`config.mk`:
```
export PLATFORM = sky130hd
export DESIGN_NAME = spi_target_bridge
export DESIGN_NICKNAME = d
export VERILOG_FILES = /design/src/rtl/spi_target_bridge.sv
export SDC_FILE = /design/constraint.sdc
export NUM_CORES = 1
export LEC_CHECK = 0
export CAP_MARGIN = 20
export CORE_ASPECT_RATIO = 1.1
export CORE_MARGIN = 2
export CORE_UTILIZATION = 25
export DETAILED_ROUTE_END_ITERATION = 8
export GPL_ROUTABILITY_DRIVEN = 0
export PLACE_DENSITY = 0.47
export SYNTH_ARGS = -nofsm -noshare
export SYNTH_HDL_FRONTEND = slang
export SYNTH_SLANG_ARGS = --single-unit
```
`constraint.sdc`:
```
create_clock -name clock -period 1.7 [get_ports clock]
set_input_delay 0.17 -clock clock [delete_from_list [all_inputs] [get_ports clock]]
set_output_delay 0.17 -clock clock [all_outputs]
set_load 0.05 [all_outputs]
```
`src/rtl/spi_target_bridge.sv`:
```
// SPI target front-end: oversamples sclk/cs/pico in the system clock domain, delivers
// received bytes as a valid pulse and takes reply bytes through a one-entry holding register.
module spi_target_bridge #(
  parameter bit CPOL = 1'b0,
  parameter bit CPHA = 1'b0
) (
  input  logic       clock,
  input  logic       reset,
  input  logic       sclk,
  input  logic       pico,
  input  logic       cs,
  output logic       poci,
  output logic       poci_oe,
  output logic [7:0] rx_data,
  output logic       rx_valid,
  input  logic [7:0] tx_data,
  input  logic       tx_valid,
  output logic       tx_ready,
  output logic       underrun
);

  localparam int unsigned BYTE_W = 8;
  localparam int unsigned CNT_W  = 3;

  typedef enum logic {IDLE, ACTIVE} state_t;

  state_t              state_q, state_d;
  logic [2:0]          sclk_pipe_q, sclk_pipe_d;
  logic [2:0]          cs_pipe_q, cs_pipe_d;
  logic [1:0]          pico_pipe_q, pico_pipe_d;
  logic [CNT_W-1:0]    bit_cnt_q, bit_cnt_d;
  logic [BYTE_W-1:0]   rx_shift_q, rx_shift_d;
  logic [BYTE_W-1:0]   rx_data_q, rx_data_d;
  logic                rx_valid_q, rx_valid_d;
  logic [BYTE_W-1:0]   tx_shift_q, tx_shift_d;
  logic [BYTE_W-1:0]   hold_q, hold_d;
  logic                tx_ready_q, tx_ready_d;
  logic                underrun_q, underrun_d;
  logic                poci_q, poci_d;
  logic                poci_oe_q, poci_oe_d;

  logic                lead_edge, trail_edge, sample_edge, shift_edge;
  logic                cs_fall, cs_rise;
  logic                do_load, do_shift;
  logic [BYTE_W-1:0]   load_byte;

  always_ff @(posedge clock or posedge reset) begin
    if (reset) begin
      state_q     <= IDLE;
      sclk_pipe_q <= {3{CPOL}};
      cs_pipe_q   <= 3'b111;
      pico_pipe_q <= 2'b00;
      bit_cnt_q   <= '0;
      rx_shift_q  <= '0;
      rx_data_q   <= '0;
      rx_valid_q  <= 1'b0;
      tx_shift_q  <= '0;
      hold_q      <= '0;
      tx_ready_q  <= 1'b1;
      underrun_q  <= 1'b0;
      poci_q      <= 1'b0;
      poci_oe_q   <= 1'b0;
    end else begin
      state_q     <= state_d;
      sclk_pipe_q <= sclk_pipe_d;
      cs_pipe_q   <= cs_pipe_d;
      pico_pipe_q <= pico_pipe_d;
      bit_cnt_q   <= bit_cnt_d;
      rx_shift_q  <= rx_shift_d;
      rx_data_q   <= rx_data_d;
      rx_valid_q  <= rx_valid_d;
      tx_shift_q  <= tx_shift_d;
      hold_q      <= hold_d;
      tx_ready_q  <= tx_ready_d;
      underrun_q  <= underrun_d;
      poci_q      <= poci_d;
      poci_oe_q   <= poci_oe_d;
    end
  end

  always_comb begin
    state_d     = state_q;
    sclk_pipe_d = {sclk_pipe_q[1:0], sclk};
    cs_pipe_d   = {cs_pipe_q[1:0], cs};
    pico_pipe_d = {pico_pipe_q[0], pico};
    bit_cnt_d   = bit_cnt_q;
    rx_shift_d  = rx_shift_q;
    rx_data_d   = rx_data_q;
    rx_valid_d  = 1'b0;
    tx_shift_d  = tx_shift_q;
    hold_d      = hold_q;
    tx_ready_d  = tx_ready_q;
    underrun_d  = 1'b0;
    poci_d      = poci_q;
    do_load     = 1'b0;
    do_shift    = 1'b0;
    load_byte   = tx_ready_q ? '0 : hold_q;

    // Edges compare the second synchronizer stage against a third registered copy
    lead_edge   = (sclk_pipe_q[1] != sclk_pipe_q[2]) && (sclk_pipe_q[1] != CPOL);
    trail_edge  = (sclk_pipe_q[1] != sclk_pipe_q[2]) && (sclk_pipe_q[1] == CPOL);
    sample_edge = CPHA ? trail_edge : lead_edge;
    shift_edge  = CPHA ? lead_edge : trail_edge;
    cs_fall     = !cs_pipe_q[1] && cs_pipe_q[2];
    cs_rise     = cs_pipe_q[1] && !cs_pipe_q[2];

    case (state_q)
      IDLE: begin
        if (cs_fall) begin
          state_d   = ACTIVE;
          bit_cnt_d = '0;
          do_load   = !CPHA;
        end
      end
      ACTIVE: begin
        if (cs_rise) begin
          state_d    = IDLE;
          bit_cnt_d  = '0;
          tx_shift_d = '0;
        end else begin
          if (sample_edge) begin
            rx_shift_d = {rx_shift_q[BYTE_W-2:0], pico_pipe_q[1]};
            bit_cnt_d  = bit_cnt_q + CNT_W'(1);
            if (bit_cnt_q == CNT_W'(BYTE_W - 1)) begin
              rx_data_d  = {rx_shift_q[BYTE_W-2:0], pico_pipe_q[1]};
              rx_valid_d = 1'b1;
            end
          end
          // A shift edge at a byte boundary loads the next reply instead of shifting
          if (shift_edge) begin
            if (bit_cnt_q == '0) do_load = 1'b1;
            else                 do_shift = 1'b1;
          end
        end
      end
      default: state_d = IDLE;
    endcase

    if (do_load) begin
      tx_shift_d = load_byte;
      poci_d     = load_byte[BYTE_W-1];
      underrun_d = tx_ready_q;
      tx_ready_d = 1'b1;
    end else if (do_shift) begin
      tx_shift_d = {tx_shift_q[BYTE_W-2:0], 1'b0};
      poci_d     = tx_shift_q[BYTE_W-2];
    end

    // A handshake coinciding with a load refills the just-emptied holding register
    if (tx_valid && tx_ready_q) begin
      hold_d     = tx_data;
      tx_ready_d = 1'b0;
    end

    poci_oe_d = (state_d == ACTIVE);
  end

  assign poci     = poci_q;
  assign poci_oe  = poci_oe_q;
  assign rx_data  = rx_data_q;
  assign rx_valid = rx_valid_q;
  assign tx_ready = tx_ready_q;
  assign underrun = underrun_q;

endmodule

```
==> Yosys cells after proc, flatten, opt, wreduce, memory -nomap -nowiden <==
Index checks and enable logic that the tools add are counted.
{ "word_totals": {"in_bits": 14, "output_inout_bits": 13, "register_bits": 46} }
{ "classes": {"n_reduce_logical": 16, "eq_ne": 4, "n_bitwise": 3, "mux": 29, "n_addsub": 1} }
{ "op_table": {"columns": ["cell", "n"], "rows": [
  ["7-bit two-way mux", 4],
  ["1-bit two-way mux", 18],
  ["3-bit two-way mux", 3],
  ["8-bit two-way mux", 1],
  ["3-bit case mux with 2 select lines", 1],
  ["3-bit nonzero test", 2],
  ["1-bit logical AND", 5],
  ["1-bit case mux with 2 select lines", 2],
  ["2-bit AND reduction", 2],
  ["4-bit AND reduction", 1],
  ["2-bit nonzero test", 2],
  ["3-bit by 1-bit adder with 3-bit output, second input constant", 1],
  ["3-bit equality test, second input constant", 1],
  ["3-bit logical NOT", 1],
  ["3-bit by 1-bit inequality test with 1-bit output, second input constant", 1],
  ["1-bit NOT", 3],
  ["3-bit AND reduction", 1],
  ["1-bit logical NOT", 2],
  ["2-bit inequality test, second input constant", 1],
  ["1-bit inequality test", 1]
]} }

==> Longest topological paths before layout <==
Gate-level depths: netlist of run 1.
{ "logic_depth": {"ltp_word": 7, "depth_mapped": 7} }

==> Worst setup path after synthesis of run 1 <==
Ideal clock, no wire load.
{ "synth_timing": {"kind": "reg-to-reg", "start": "reg, netlist name poci_oe", "end": "reg tx_shift_q[1]", "required_ps": 1574, "slack_ps": 37, "t_arrival_ps": 1537, "stages_incl_launch_ff": 7, "path_cell_list": "dfrtp_1 buf_6 o21bai_2 a22oi_2 nor2b_4 buf_6 a221o_1"} }
{ "synth_rtl": {"columns": ["element", "line_no", "text"], "rows": [
  ["end signal, assigned", "72", "tx_shift_q <= tx_shift_d;"],
  ["end, declared", "35", "logic [BYTE_W-1:0] tx_shift_q, tx_shift_d;"]
]} }

==> Final worst setup path of run 1 <==
{ "layout_timing": {"start": "reg rx_data_q[0] (netlist: rx_data[0])", "end": "out rx_data[0]"} }
{ "layout_rtl": {"columns": ["element", "line_no", "text"], "rows": [
  ["start, declared", "33", "logic [BYTE_W-1:0] rx_data_q, rx_data_d;"],
  ["start signal, assigned", "70", "rx_data_q <= rx_data_d;"],
  ["end, declared", "14", "output logic [7:0] rx_data,"]
]} }
No word-level cell between the ends.

==> reports/results.tsv, run 1 <==
stage	metric	value	unit
floorplan	dieHeight	94.3	um
clock_network	cts_made_buffers	5	
finish	n_fill_cell	702	
clock_network	clk_path_buf_depth	2	
setup_path	r2r_slack	0.09	ns
finish	fin_util	32.5	%
sta	fmaxAchievable	611	MHz
hold_path	hold_class	in2async	
detailed_routing	via_per_inst	4.37	
setup_path	worstPathRequired	1.53	ns
global_route	antenna_found_initial	0	
sta	fin_setup_tns	0	ns
global_route	grt_pass1_vias	1140	
clock_network	clk_pin_slew	0.08	ns
yosys	yosysWarnings	0	
yosys	syn_area_per_cell	13.6	um2
floorplan	placementRows	32	
yosys	synth_area_leaders	dfrtp_1 57%, mux2_4 6.5%, dfstp_2 5.7%, mux2_2 5.5%, nand2_1 4.9%	
detailed_routing	first_iter_violations	17	
finish	finalNonFillerCells	253	
yosys	synth.distinct_cells	28	
sta	fin_skew	0.00739	ns
setup_path	crit_chain	clkdlybuf4s50_1	
finish	nets	184	
global_route	track_usage	8.35	%
clock_network	clk_latency	0.29	ns
sta	worstMarginPinSlew	0.512	ns
setup_path	r2r_start	cs_pipe_q[2]	
setup_path	crit_start	rx_data[0]	
floorplan	fp.coreArea	7090	um2
yosys	yosysTopAreaCellShare	56.7	%
yosys	syn_nets	153	
placed_design	place_inst	245	
setup_path	critPathLaunchType	flop	
sta	rsz0062_at_grt	false	
detailed_routing	drtAntennaViolNets	0	
sta	drv_slew	0	
yosys	syn-cell-area	1850	um2
yosys	ys_seq_area_share	62.3	%
floorplan	initial_core_util	26.2	%
global_route	grt_pass1_wl	5300	um
setup_path	cp-end-kind	primary output	
yosys	synth_area_leader_cell	dfrtp_1	
sta	min_period_over_period	96.2	%
sta	finalWorstSetupSlack	0.0639	ns
global_route	gr-total-overflow	0	
finish	syn_to_final_growth	24.3	%
placed_design	dp_hpwl	2110	um
global_route	grt_max_degree	47	
detailed_routing	dr.pass1.iters	4	
setup_path	crit_family	buffers and inverters	
detailed_routing	vias	1105	
clock_network	ctsRootBufferMaster	clkbuf_8	
setup_path	slowest_stage	clkdlybuf4s50_1	
placed_design	port_buffers	26	
setup_path	crit_path_max_incr_delay	0.81	ns
sta	finalSetupViolCount	0	
clock_network	cts_tree	built	
sta	max_slew_margin	65.8	%
yosys	synth_cells	136	
finish	multi_input_area	644	um2
run_status	status	finished, final reports clean	
finish	drive_gt1_share	22.6	%
clock_network	cts.sinks	46	
placed_design	pre_cts_slack	0.0816	ns
floorplan	die_x	86.1	um
floorplan	die_area	8120	um2
detailed_routing	wire_per_inst	12.1	um
finish	diodes	0	
clock_network	post_cts_buffers	0	
job	drv.max_cap_violation_count	0	
setup_path	crit_buf_inv	1	
setup_path	crit_path_max_fanout	2	
power_and_ir_drop	p_leak	1.13	nW
setup_path	worstSetupPathType	reg2out	
sta	hold_viol_final	0	
power_and_ir_drop	vdd_ir_drop_max	0.000637	V
detailed_routing	drc_errors	0	
setup_path	crit_arrival	1.47	ns
power_and_ir_drop	p_per_area	1160	nW/um2
detailed_routing	routed_wl	3070	um
clock_network	cts_max_level	2	
floorplan	ios	27	
finish	seq_area	1160	um2
yosys	ys_ff_latch	46	
sta	fin_crit	1.64	ns
cell type report:
cell class / count / share of cell area, %
clock buffers: 8 / 3.91
inverters: 8 / 1.30
multi-input cells: 79 / 28.0
flip-flops and latches: 46 / 50.2
well taps: 85 / 4.61
repair buffers: 27 / 12.1
kinds of logic (layout without fill, tap and decap cells):
group	after synthesis	in the layout	synth area share (%)
DFF	46	46	62.3
buffers and inverters	11	43	3.10
adders and majority gates	3	3	2.02
muxes	18	18	12.5
AOI/OAI and AO/OA	18	18	8.30
and+or+nand+nor	40	40	11.7
per-stage QoR:
| stage | cell area [um2] | power (mW) | hold slack [ns] |
|---|---|---|---|
| after floorplan | 1850 | 1.88 | 0.174 |
| after global routing | 2300 | 2.87 | 0.226 |
| after detailed placement | 2210 | 2.04 | 0.345 |
| after CTS | 2300 | 2.73 | 0.225 |
| final | 2300 | 2.68 | 0.208 |
| after global placement | 2210 | 2.02 | 0.338 |
report_power, final:
part	internal (mW)	switching (mW)
registers	1.35	0.163
clock network	0.332	0.338
logic	0.262	0.242
total	1.94	0.743
routing by layer:
layer  vias to the layer above  global-route usage [%]  wire, um
li1                        527                       -         -
met1                       547                    9.96      1460
met2                        27                    13.5      1440
met3                         4                    3.87       157
met4                         0                    2.38        19
met5                         -                       0         0
sequential cells by signal, indices dropped and copies added (netlist names):
name / count
rx_valid: 1
rx_shift_q: 7
hold_q: 8
sclk_pipe_q: 3
rx_data: 8
pico_pipe_q: 2
tx_ready: 1
poci: 1
cs_pipe_q: 3
bit_cnt_q: 3
poci_oe: 1
underrun: 1
tx_shift_q: 7
Yosys cell counts (all sizes together):
cell type	n
a22o	3
dfstp	4
buf	3
a22oi	1
nor2b	2
nand3b	1
inv	8
mux2i	1
ha	3
nand4	1
nand4bb	1
and4	1
nand2	25
dfrtp	42
o21bai	1
o21ai	3
nand2b	1
nor3b	1
o2111a	1
a21oi	2
and2	7
a21o	1
mux2	17
a221o	6
timing repair:
action | CTS | global route
hold buffers | 0 | 0
gates resized for setup | 0 | 3
endpoints found under the setup margin | 0 | 9
placed cells by master, fill, tap and decap left out, drive strengths merged:
cell type      count
nand3b             1
dlymetal6s2s       2
a21o               1
dfstp              4
nand2             25
a21oi              2
clkbuf             8
nor2b              2
inv                7
ha                 3
mux2i              1
nor3b              1
clkinv             1
a22oi              1
a22o               3
nand4              1
dfrtp             42
mux2              17
and2               7
buf                4
and4               1
o2111a             1
nand2b             1
o21bai             1
a221o              6
o21ai              3
nand4bb            1
clkdlybuf4s50     21
worst register-to-register path, delay by kind of cell, from the launching register on:
kind | cells | cell delay [ns]
DFF | 1 | 0.55
muxes | 1 | 0.32
and+or+nand+nor | 3 | 0.63
worst paths after layout:
kind / to / cells after the start
worst max-delay path: rx_data[0] / 1
worst min-delay path: rx_shift_q[1] / 3
worst max register to register: rx_data[7] / 4
worst min register to register: sclk_pipe_q[1] / 0
max in group asynchronous: cs_pipe_q[2] / 3
min in group clock: cs_pipe_q[0] / 1
Power figures use the tool's default switching activity.
==> run 2, diff against run 1 <==
Settings changed: CTS_BUF_LIST set to sky130_fd_sc_hd__clkbuf_4.
==> run 2 against run 1 <==
  * Worst setup slack improved by 0.024 ns
  * Cell area fell by 1.7%
  * Clock skew rose by 0.0023 ns
  * Critical endpoint is now rx_data[5]
  * Largest cell class unchanged
  * Highest routed layer unchanged
==> reports/results.tsv, run 2 (synthesis results as in run 1) <==
stage	metric	value	unit
detailed_routing	dr.pass1.iters	4	
run_status	status	finished, final reports clean	
clock_network	ctsRootBufferMaster	clkbuf_4	
detailed_routing	drc_errors	0	
detailed_routing	routed-wl-met3	165	um
clock_network	clk_pin_slew	0.13	ns
detailed_routing	via_per_inst	4.35	
power_and_ir_drop	power.total	2.51	mW
placed_design	placed_area	2210	um2
global_route	gr-total-overflow	0	
floorplan	dieHeight	94.3	um
sta	fin_crit	1.61	ns
finish	n_fill_cell	711	
detailed_routing	routed_wl	3000	um
detailed_routing	vias	1101	
detailed_routing	wire_per_inst	11.8	um
clock_network	post_cts_buffers	0	
placed_design	dp_hpwl	2110	um
clock_network	clk_path_buf_depth	2	
setup_path	worstSetupPathType	reg2reg	
sta	rsz0062_at_grt	false	
setup_path	crit_arrival	1.85	ns
finish	drive_gt1_share	23.2	%
setup_path	cp-end-kind	flop	
detailed_routing	first_iter_violations	24	
finish	multi_input_area	644	um2
global_route	track_usage	8.09	%
floorplan	fp.coreArea	7090	um2
power_and_ir_drop	vdd_ir_drop_max	0.000600	V
sta	hold_viol_final	0	
finish	syn_to_final_growth	22.1	%
hold_path	hold_class	in2async	
finish	fin_area	2260	um2
finish	final_common_cell	dfrtp_1	
sta	drv_slew	0	
placed_design	pre_cts_slack	0.0816	ns
sta	fmaxAchievable	620	MHz
power_and_ir_drop	p_leak	1.18	nW
sta	min_period_over_period	94.8	%
sta	finalSetupViolCount	0	
floorplan	initial_core_util	26.2	%
clock_network	cts_tree	built	
floorplan	placementRows	32	
detailed_routing	route.met2.wl	1380	um
job	drv.max_cap_violation_count	0	
detailed_routing	wl_met1	1430	um
clock_network	cts.sinks	46	
clock_network	cts_made_buffers	5	
finish	fin_util	32.0	%
setup_path	worstPathRequired	1.94	ns
finish	nets	184	
global_route	grt_pass1_wl	5170	um
finish	layout_common_cells	42 x dfrtp_1, 24 x nand2_1, 13 x clkdlybuf4s50_1	
sta	fin_skew	0.00969	ns
clock_network	clk_latency	0.34	ns
setup_path	critPathLaunchType	flop	
floorplan	die_x	86.1	um
global_route	grt_pass1_vias	1130	
global_route	grt_max_degree	47	
floorplan	die_area	8120	um2
power_and_ir_drop	p_per_area	1110	nW/um2
sta	max_slew_margin	66.5	%
detailed_routing	drtAntennaViolNets	0	
floorplan	ios	27	
setup_path	crit_path_max_fanout	11	
sta	fin_setup_tns	0	ns
detailed_routing	top_layer	met4	
clock_network	cts_max_level	2	
sta	worstMarginPinSlew	0.502	ns
placed_design	port_buffers	26	
finish	diodes	0	
finish	seq_area	1160	um2
sta	finalWorstSetupSlack	0.0877	ns
global_route	antenna_found_initial	0	
[run 2: worst max-delay path, cell delays in order (launching register included)]
cell and delay (ns):
dfstp_2 0.57, nand2b_2 0.16, and4_4 0.33, nand2_4 0.14
mux2_4 0.32
[run 2: worst paths after layout]
kind | startpoint | slack, ns | end | cells past startpoint
max | cs_pipe_q[2] | 0.09 | rx_data[5] | 4
min | reset | 0.15 | pico_pipe_q[1] | 3
max reg2reg | cs_pipe_q[2] | 0.09 | rx_data[5] | 4
min reg2reg | cs_pipe_q[0] | 0.36 | cs_pipe_q[1] | 0
max in group asynchronous | reset | 1.26 | cs_pipe_q[1] | 3
min in group clock | cs | 0.23 | cs_pipe_q[0] | 1
[run 2: metal layers]
layer	vias up	GRT usage, %
li1	528	-
met1	540	10.0
met2	28	13.1
met3	5	2.81
met4	0	2.78
met5	-	0
[run 2: report_power, final]
group | internal [mW] | total (mW) | switching (mW)
Combinational | 0.255 | 0.494 | 0.239
Clock | 0.192 | 0.508 | 0.317
Sequential | 1.34 | 1.50 | 0.160
[run 2: area by class of cell]
cell class	instances	share of cell area (%)
timing repair buffer	27	12.0
multi-input combinational	79	28.5
clock buffer	7	2.32
inverter	8	1.33
sequential	46	51.0
clock inverter	1	0.166
tap	85	4.70
[run 2: stage by stage]
| step | instances | hold slack, ns |
|---|---|---|
| 4_1_cts | 253 | 0.145 |
| 2_1_floorplan | 136 | 0.174 |
| 6_report | 253 | 0.149 |
| 5_1_grt | 253 | 0.143 |
| 3_3_place_gp | 245 | 0.338 |
| 3_5_place_dp | 245 | 0.345 |
[run 2: what timing repair did]
item	in CTS	in global routing
gates resized for setup	7	4
hold buffers	0	0
setup endpoints to repair	7	10
